### src/rtl/tdm_demux.sv
// tdm_demux -- four-slot TDM demultiplexer.
//
// A slot is one cycle with en=1; sync marks slot 0 of a frame. Slots 0..2
// are held in shadow registers. On the slot-3 strobe the complete frame is
// copied to d0..d3 and frame_valid pulses on the following cycle. Framing
// errors are reported with a one-cycle err pulse:
//   - sync arriving in the middle of a frame: the partial frame is dropped
//     and a new frame starts from that slot.
//   - sync missing at slot 0: the block drops back to the unsynchronised
//     state and waits for the next sync.
//
// Ports
//   clk          rising-edge clock
//   rst          synchronous active-high reset
//   en           slot strobe; din carries one slot when en=1
//   sync         frame marker, sampled only when en=1
//   din[W-1:0]   serial TDM sample stream
//   d0..d3       registered channel outputs for slots 0..3
//   frame_valid  one-cycle pulse when d0..d3 update
//   sel[1:0]     slot index expected at the next en=1 cycle
//   err          one-cycle framing-error pulse
module tdm_demux #(
  parameter int W = 1
) (
  input  logic         clk,
  input  logic         rst,
  input  logic         en,
  input  logic         sync,
  input  logic [W-1:0] din,
  output logic [W-1:0] d0,
  output logic [W-1:0] d1,
  output logic [W-1:0] d2,
  output logic [W-1:0] d3,
  output logic         frame_valid,
  output logic [1:0]   sel,
  output logic         err
);

  typedef enum logic {
    IDLE = 1'b0,  // waiting for a sync
    RUN  = 1'b1   // locked to the frame
  } state_t;

  state_t       state, state_nx;
  logic [1:0]   cnt, cnt_nx;
  logic [W-1:0] s0, s1, s2;
  logic [W-1:0] s0_nx, s1_nx, s2_nx;
  logic [W-1:0] d0_nx, d1_nx, d2_nx, d3_nx;
  logic         frame_valid_nx, err_nx;

  assign sel = cnt;

  always_comb begin
    // NOTE: every signal gets a hold/idle default before any branch so that
    // no path leaves it unassigned; this is what keeps latches out.
    state_nx       = state;
    cnt_nx         = cnt;
    s0_nx          = s0;
    s1_nx          = s1;
    s2_nx          = s2;
    d0_nx          = d0;
    d1_nx          = d1;
    d2_nx          = d2;
    d3_nx          = d3;
    frame_valid_nx = 1'b0;
    err_nx         = 1'b0;

    if (en) begin
      unique case (state)
        IDLE: begin
          // Unsynchronised samples are dropped until a sync appears.
          if (sync) begin
            s0_nx    = din;
            cnt_nx   = 2'd1;
            state_nx = RUN;
          end
        end

        RUN: begin
          if (sync) begin
            // Sync at slot 0 is a normal frame start; anywhere else it aborts
            // the partial frame, which is restarted from this slot.
            err_nx = (cnt != 2'd0);
            s0_nx  = din;
            cnt_nx = 2'd1;
          end else begin
            unique case (cnt)
              2'd0: begin
                // Expected a frame start but sync is missing: lose lock.
                err_nx   = 1'b1;
                cnt_nx   = 2'd0;
                state_nx = IDLE;
              end
              2'd1: begin
                s1_nx  = din;
                cnt_nx = 2'd2;
              end
              2'd2: begin
                s2_nx  = din;
                cnt_nx = 2'd3;
              end
              2'd3: begin
                // Slot 3 goes straight to d3 so the frame publishes on this
                // edge with no extra cycle of latency.
                d0_nx          = s0;
                d1_nx          = s1;
                d2_nx          = s2;
                d3_nx          = din;
                frame_valid_nx = 1'b1;
                cnt_nx         = 2'd0;
              end
              default: ;
            endcase
          end
        end

        default: state_nx = IDLE;
      endcase
    end
  end

  always_ff @(posedge clk) begin
    // NOTE: sequential state is updated with non-blocking assignments only,
    // so every register samples the pre-edge values computed above.
    if (rst) begin
      state       <= IDLE;
      cnt         <= 2'd0;
      // NOTE: the shadow registers are cleared on reset like the outputs so
      // that no stale sample from an aborted frame can ever be observed.
      s0          <= '0;
      s1          <= '0;
      s2          <= '0;
      d0          <= '0;
      d1          <= '0;
      d2          <= '0;
      d3          <= '0;
      frame_valid <= 1'b0;
      err         <= 1'b0;
    end else begin
      state       <= state_nx;
      cnt         <= cnt_nx;
      s0          <= s0_nx;
      s1          <= s1_nx;
      s2          <= s2_nx;
      d0          <= d0_nx;
      d1          <= d1_nx;
      d2          <= d2_nx;
      d3          <= d3_nx;
      frame_valid <= frame_valid_nx;
      err         <= err_nx;
    end
  end

endmodule

### config.mk
export PLATFORM = sky130hd
export DESIGN_NAME = tdm_demux
export DESIGN_NICKNAME = d
export VERILOG_FILES = /design/src/rtl/tdm_demux.sv
export SDC_FILE = /design/constraint.sdc
export NUM_CORES = 1
export LEC_CHECK = 0
export CELL_PAD_IN_SITES_DETAIL_PLACEMENT = 0
export CELL_PAD_IN_SITES_GLOBAL_PLACEMENT = 1
export CORE_MARGIN = 1.5
export CORE_UTILIZATION = 39
export CTS_CLUSTER_SIZE = 24
export DETAILED_ROUTE_END_ITERATION = 8
export GPL_TIMING_DRIVEN = 0
export PLACE_DENSITY = 0.81
export REMOVE_ABC_BUFFERS = 1
export SLEW_MARGIN = 20
export SYNTH_ARGS = -nofsm -noshare
export SYNTH_HDL_FRONTEND = slang
export SYNTH_SLANG_ARGS = --single-unit
### constraint.sdc
create_clock -name clk -period 2.43 [get_ports clk]
set_input_delay 0.243 -clock clk [delete_from_list [all_inputs] [get_ports clk]]
set_output_delay 0.243 -clock clk [all_outputs]
set_load 0.01 [all_outputs]
Word-level counts from Yosys, hierarchy flattened:

Index checks and enable logic that the tools add are counted.

* $mul: 0
* bitwise operators: 3
* multiplexer cells: 12
* shift operators: 0
* equality and inequality tests: 4
* order comparisons: 0
* add/subtract/negate cells: 0
* reductions and logical operators: 10
* div/mod/pow operators: 0

Operators by type and width (number)
* 4-bit AND reduction: 3
* 1-bit 2-to-1 mux: 7
* 2-bit one-hot mux with 3 select lines: 1
* 2-bit == test, second input constant: 2
* 2-bit 2-to-1 mux: 2
* 2-bit one-hot mux with 2 select lines: 1
* 2-bit AND reduction: 2
* 4-bit OR reduction: 1
* 1-bit NOT: 3
* 3-bit OR reduction: 1
* 2-bit by 1-bit == test with 1-bit output, second input constant: 1
* 2-bit logical NOT: 1
* 2-bit inequality test, second input constant: 1
* 1-bit one-hot mux with 2 select lines: 1
* 2-bit nonzero test: 1
* 2-bit OR reduction: 1

* bits of input ports: 5
* latch bits: 0
* bits in writable memories: 0
* output and inout bits: 8
* bits in registers: 12
* memories: 0
* bits in read-only memories: 0
* word-level logic and storage cells: 40

Longest topological paths before layout:

* depth in word-level cells: 5
* gate-level depth with buffers: 4
* gate-level depth less buffers: 4

Least setup slack after synthesis:

Ideal clock, no wire load.

* path type: register to register
* from: register cnt[0] (netlist: sel[0])
* to: register cnt[0] (netlist: sel[0])
* path slack: 1234 ps
* period minus slack after synthesis: 1196 ps
* required time: 2311 ps
* setup time: 119 ps
* buffers on the path: 0
* arrival time: 1077 ps
* cell stages (with the launch flop): 5
* path through: dfxtp_1 -> inv_1 -> ha_1 -> or2_1 -> o221a_1

* word-level cells in the longest chain between the ends: 5

Ends and longest elaborated chain
* start, declared: line 45 `logic [1:0] cnt, cnt_nx;`
* start signal, assigned: line 141 `cnt <= cnt_nx;`
* 2-bit == test / 2-bit logical NOT (equally long branches): line 87 `unique case (cnt)`
* 2-bit OR reduction (no source line)
* 2-bit one-hot mux with 3 select lines *: line 87
* 2-bit 2-to-1 mux *: line 80 `if (sync) begin`
* 2-bit one-hot mux with 2 select lines *: line 69 `unique case (state)`

Every way passes the cells marked *; elsewhere a longest branch is shown, timed or not.
A chain may end at the register's enable or synchronous reset.

Worst setup path after layout:

* from: register cnt[0] (netlist: sel[0])
* to: output port sel[0]

RTL lines
* end, declared: line 35 `output logic [1:0] sel,`

No word-level cell between the ends.

==> impl_metrics.sql <==
INSERT INTO impl_metrics (metric_group, metric, value, unit) VALUES
('die', 'chipHeight', '42.4', 'um'),
('sta', 'slew_headroom', '70.2', '%'),
('sta', 'setup_repair_after_global_routing_missed_its_margin', 'false', ''),
('finish', 'postLayoutCellArea', '748', 'um2'),
('critical_path', 'critPathRequiredTime', '2190', 'ps'),
('place', 'place.detailed.hpwl', '721', 'um'),
('sta', 'period_minus_slack', '1500', 'ps'),
('global_routing', 'via_count_of_the_first_global_routing_pass', '388', ''),
('place', 'numPortBuffers', '12', ''),
('detailed_routing', 'detail_route.drc_violations', '0', ''),
('min_path', 'holdCritStartpoint', 's0', ''),
('place', 'post_placement_setup_slack', '912', 'ps'),
('detailed_routing', 'detailed_route_iter0_violations', '7', ''),
('finish', 'nNetsFinal', '79', ''),
('finish', 'fin_cells', '84', ''),
('critical_path', 'critical_path.max_stage_delay', '570', 'ps'),
('die', 'core.rowCount', '14', ''),
('power', 'post-layout-total-power', '0.402', 'mW'),
('clock_tree', 'cts-root-to-sink-buffers', '2', ''),
('critical_path', 'critical_path.cell_chain', 'clkdlybuf4s50_1', ''),
('die', 'core_area', '1490', 'um2'),
('job', 'drv_cap', '0', ''),
('finish', 'synthToLayoutAreaGrowth', '23.3', '%'),
('clock_tree', 'postCtsResizedCells', '0', ''),
('die', 'initial_utilization', '40.8', '%'),
('die', 'dieArea', '1800', 'um2'),
('global_routing', 'track_usage', '12.0', '%'),
('finish', 'insertedDiodeCount', '0', ''),
('detailed_routing', 'number_of_vias_in_the_routed_layout', '426', ''),
('place', 'placed_cell_area', '712', 'um2'),
('place', 'gp_routability_congestion', '0.699', ''),
('clock_tree', 'clkTransAtPathRegs', '70', 'ps'),
('clock_tree', 'cts.htree.levels', '1', ''),
('clock_tree', 'root_buffer', 'sky130_fd_sc_hd__clkbuf_4', ''),
('sta', 'finalWorstSetupSlack', '929', 'ps'),
('global_routing', 'grt_pass1_wl', '1630', 'um'),
('sta', 'fin_tns_setup', '0', 'ps'),
('clock_tree', 'cts_tree', 'done', ''),
('critical_path', 'crit_path_buffers_inverters', '1', ''),
('critical_path', 'worstSetupPathType', 'reg2out', ''),
('synthesis', 'syn_inst', '56', ''),
('clock_tree', 'clkSinkCount', '12', ''),
('clock_tree', 'cts_buffer_count', '3', ''),
('critical_path', 'critical-path-top-delay-family', 'buffers and inverters', ''),
('power', 'power_leakage', '0.329', 'nW'),
('sta', 'period_share', '61.8', '%'),
('detailed_routing', 'detail-route-antenna-nets', '0', ''),
('run_status', 'status', 'finished, final reports clean', ''),
('finish', 'layout-drive-gt1-share', '10.3', '%'),
('synthesis', 'count_of_distinct_cell_types_in_the_synthesized_netlist', '22', ''),
('sta', 'timing.fmax', '666', 'MHz'),
('place', 'dp.cells', '80', ''),
('sta', 'skew', '1.81', 'ps'),
('critical_path', 'source_of_the_critical_timing_path', 'sel[0]', ''),
('detailed_routing', 'drt-vias-per-instance', '5.07', ''),
('synthesis', 'netlist_area', '607', 'um2'),
('sta', 'timing.final.hold_violations', '0', ''),
('min_path', 'holdCritPathClass', 'reg2reg', ''),
('critical_path', 'critical_path_arrival', '1260', 'ps'),
('clock_tree', 'worstSkewPairLatency', '270', 'ps'),
('critical_path', 'crit_path_start_kind', 'register', ''),
('finish', 'fill_cells', '155', ''),
('synthesis', 'synthesis.area_per_instance', '10.8', 'um2'),
('power', 'max-vdd-ir-drop', '0.239', 'mV'),
('die', 'io_pins', '13', ''),
('detailed_routing', 'drt-wirelength-per-cell', '11.3', 'um'),
('finish', 'final_core_utilization', '50.3', '%'),
('sta', 'report.final.slew_viol_count', '0', ''),
('synthesis', 'synth-seq-area-share', '39.6', '%'),
('critical_path', 'setup.worst_path.end_class', 'output pin', ''),
('sta', 'hold_slack', '469', 'ps');
-- cell usage in the layout, fill, tap and decap left out --
| cell | instances |
|---|---|
| sky130_fd_sc_hd__a21bo_2 | 1 |
| sky130_fd_sc_hd__o32ai_2 | 1 |
| sky130_fd_sc_hd__nand3_1 | 1 |
| sky130_fd_sc_hd__ha_1 | 5 |
| sky130_fd_sc_hd__nand4b_1 | 2 |
| sky130_fd_sc_hd__a21oi_1 | 2 |
| sky130_fd_sc_hd__nand2b_1 | 8 |
| sky130_fd_sc_hd__or2_1 | 1 |
| sky130_fd_sc_hd__a311oi_1 | 1 |
| sky130_fd_sc_hd__nand2_1 | 1 |
| sky130_fd_sc_hd__o221a_1 | 1 |
| sky130_fd_sc_hd__nand4bb_1 | 1 |
| sky130_fd_sc_hd__nand4b_4 | 1 |
| sky130_fd_sc_hd__inv_1 | 5 |
| sky130_fd_sc_hd__nor2_1 | 1 |
| sky130_fd_sc_hd__o21a_1 | 1 |
| sky130_fd_sc_hd__clkdlybuf4s50_1 | 12 |
| sky130_fd_sc_hd__clkbuf_8 | 1 |
| sky130_fd_sc_hd__nor3_1 | 1 |
| sky130_fd_sc_hd__mux2i_1 | 6 |
| sky130_fd_sc_hd__dfxtp_1 | 12 |
| sky130_fd_sc_hd__clkbuf_4 | 3 |
-- logic make-up after synthesis --
logic type,count (synthesis),share of synthesized area (%)
buffers and inverters,9,8.87
AO/OA/AOI/OAI,7,10.5
multiplexers,6,9.90
flip-flops,12,39.6
AND/OR/NAND/NOR,17,20.8
adder cells (fa/ha/maj),5,10.3
-- power breakdown --
part           internal [mW]  switching, mW  leakage [nW]  total (mW)
Clock                 0.0911         0.0664        0.0210       0.157
Combinational         0.0208         0.0179         0.211      0.0388
Sequential             0.200        0.00573        0.0973       0.206
Total                  0.312         0.0900         0.329       0.402
-- state kept, by name, summed over array words and instances, names as in the netlist --
signal,count
d2,1
s1,1
state,1
sel,2
d0,1
d3,1
s2,1
s0,1
frame_valid,1
d1,1
err,1
-- cells in the mapped netlist (all sizes together) --
cell / n / area, um2
dfxtp: 12 / 240
nand2b: 8 / 50.1
mux2i: 6 / 60.1
ha: 5 / 62.6
inv: 5 / 18.8
buf: 4 / 35.0
nand4b: 3 / 41.3
a21oi: 2 / 10.0
a21bo: 1 / 10.0
a311oi: 1 / 8.76
nand2: 1 / 3.75
nand3: 1 / 5.00
nand4bb: 1 / 11.3
nor2: 1 / 3.75
nor3: 1 / 5.00
o21a: 1 / 7.51
o221a: 1 / 11.3
o32ai: 1 / 16.3
or2: 1 / 6.26
-- layer usage --
layer | part of all wire, % | vias to the layer above | global-route usage [%]
met1 | 46 | 197 | 13.5
li1 | - | 214 | -
met3 | 4.8 | 2 | 3.88
met4 | 1.8 | 0 | 5.63
met2 | 48 | 13 | 20.3
met5 | 0 | - | 0
-- cell type report --
type	count	area (um2)	share of cell area (%)
clock buffer	4	36.3	4.85
inverter	5	18.8	2.51
multi-input combinational	35	313	41.8
sequential	12	240	32.1
tap	16	20.0	2.68
timing repair buffer	12	120	16.1
-- worst paths after layout --
check	end	slack, ps	cells after the start
setup / recovery	sel[0]	930	1
hold / removal	d0	470	2
setup reg to reg	sel[0]	1200	4
hold reg to reg	d0	470	2
Note: power is estimated with default switching activity, not from simulation.
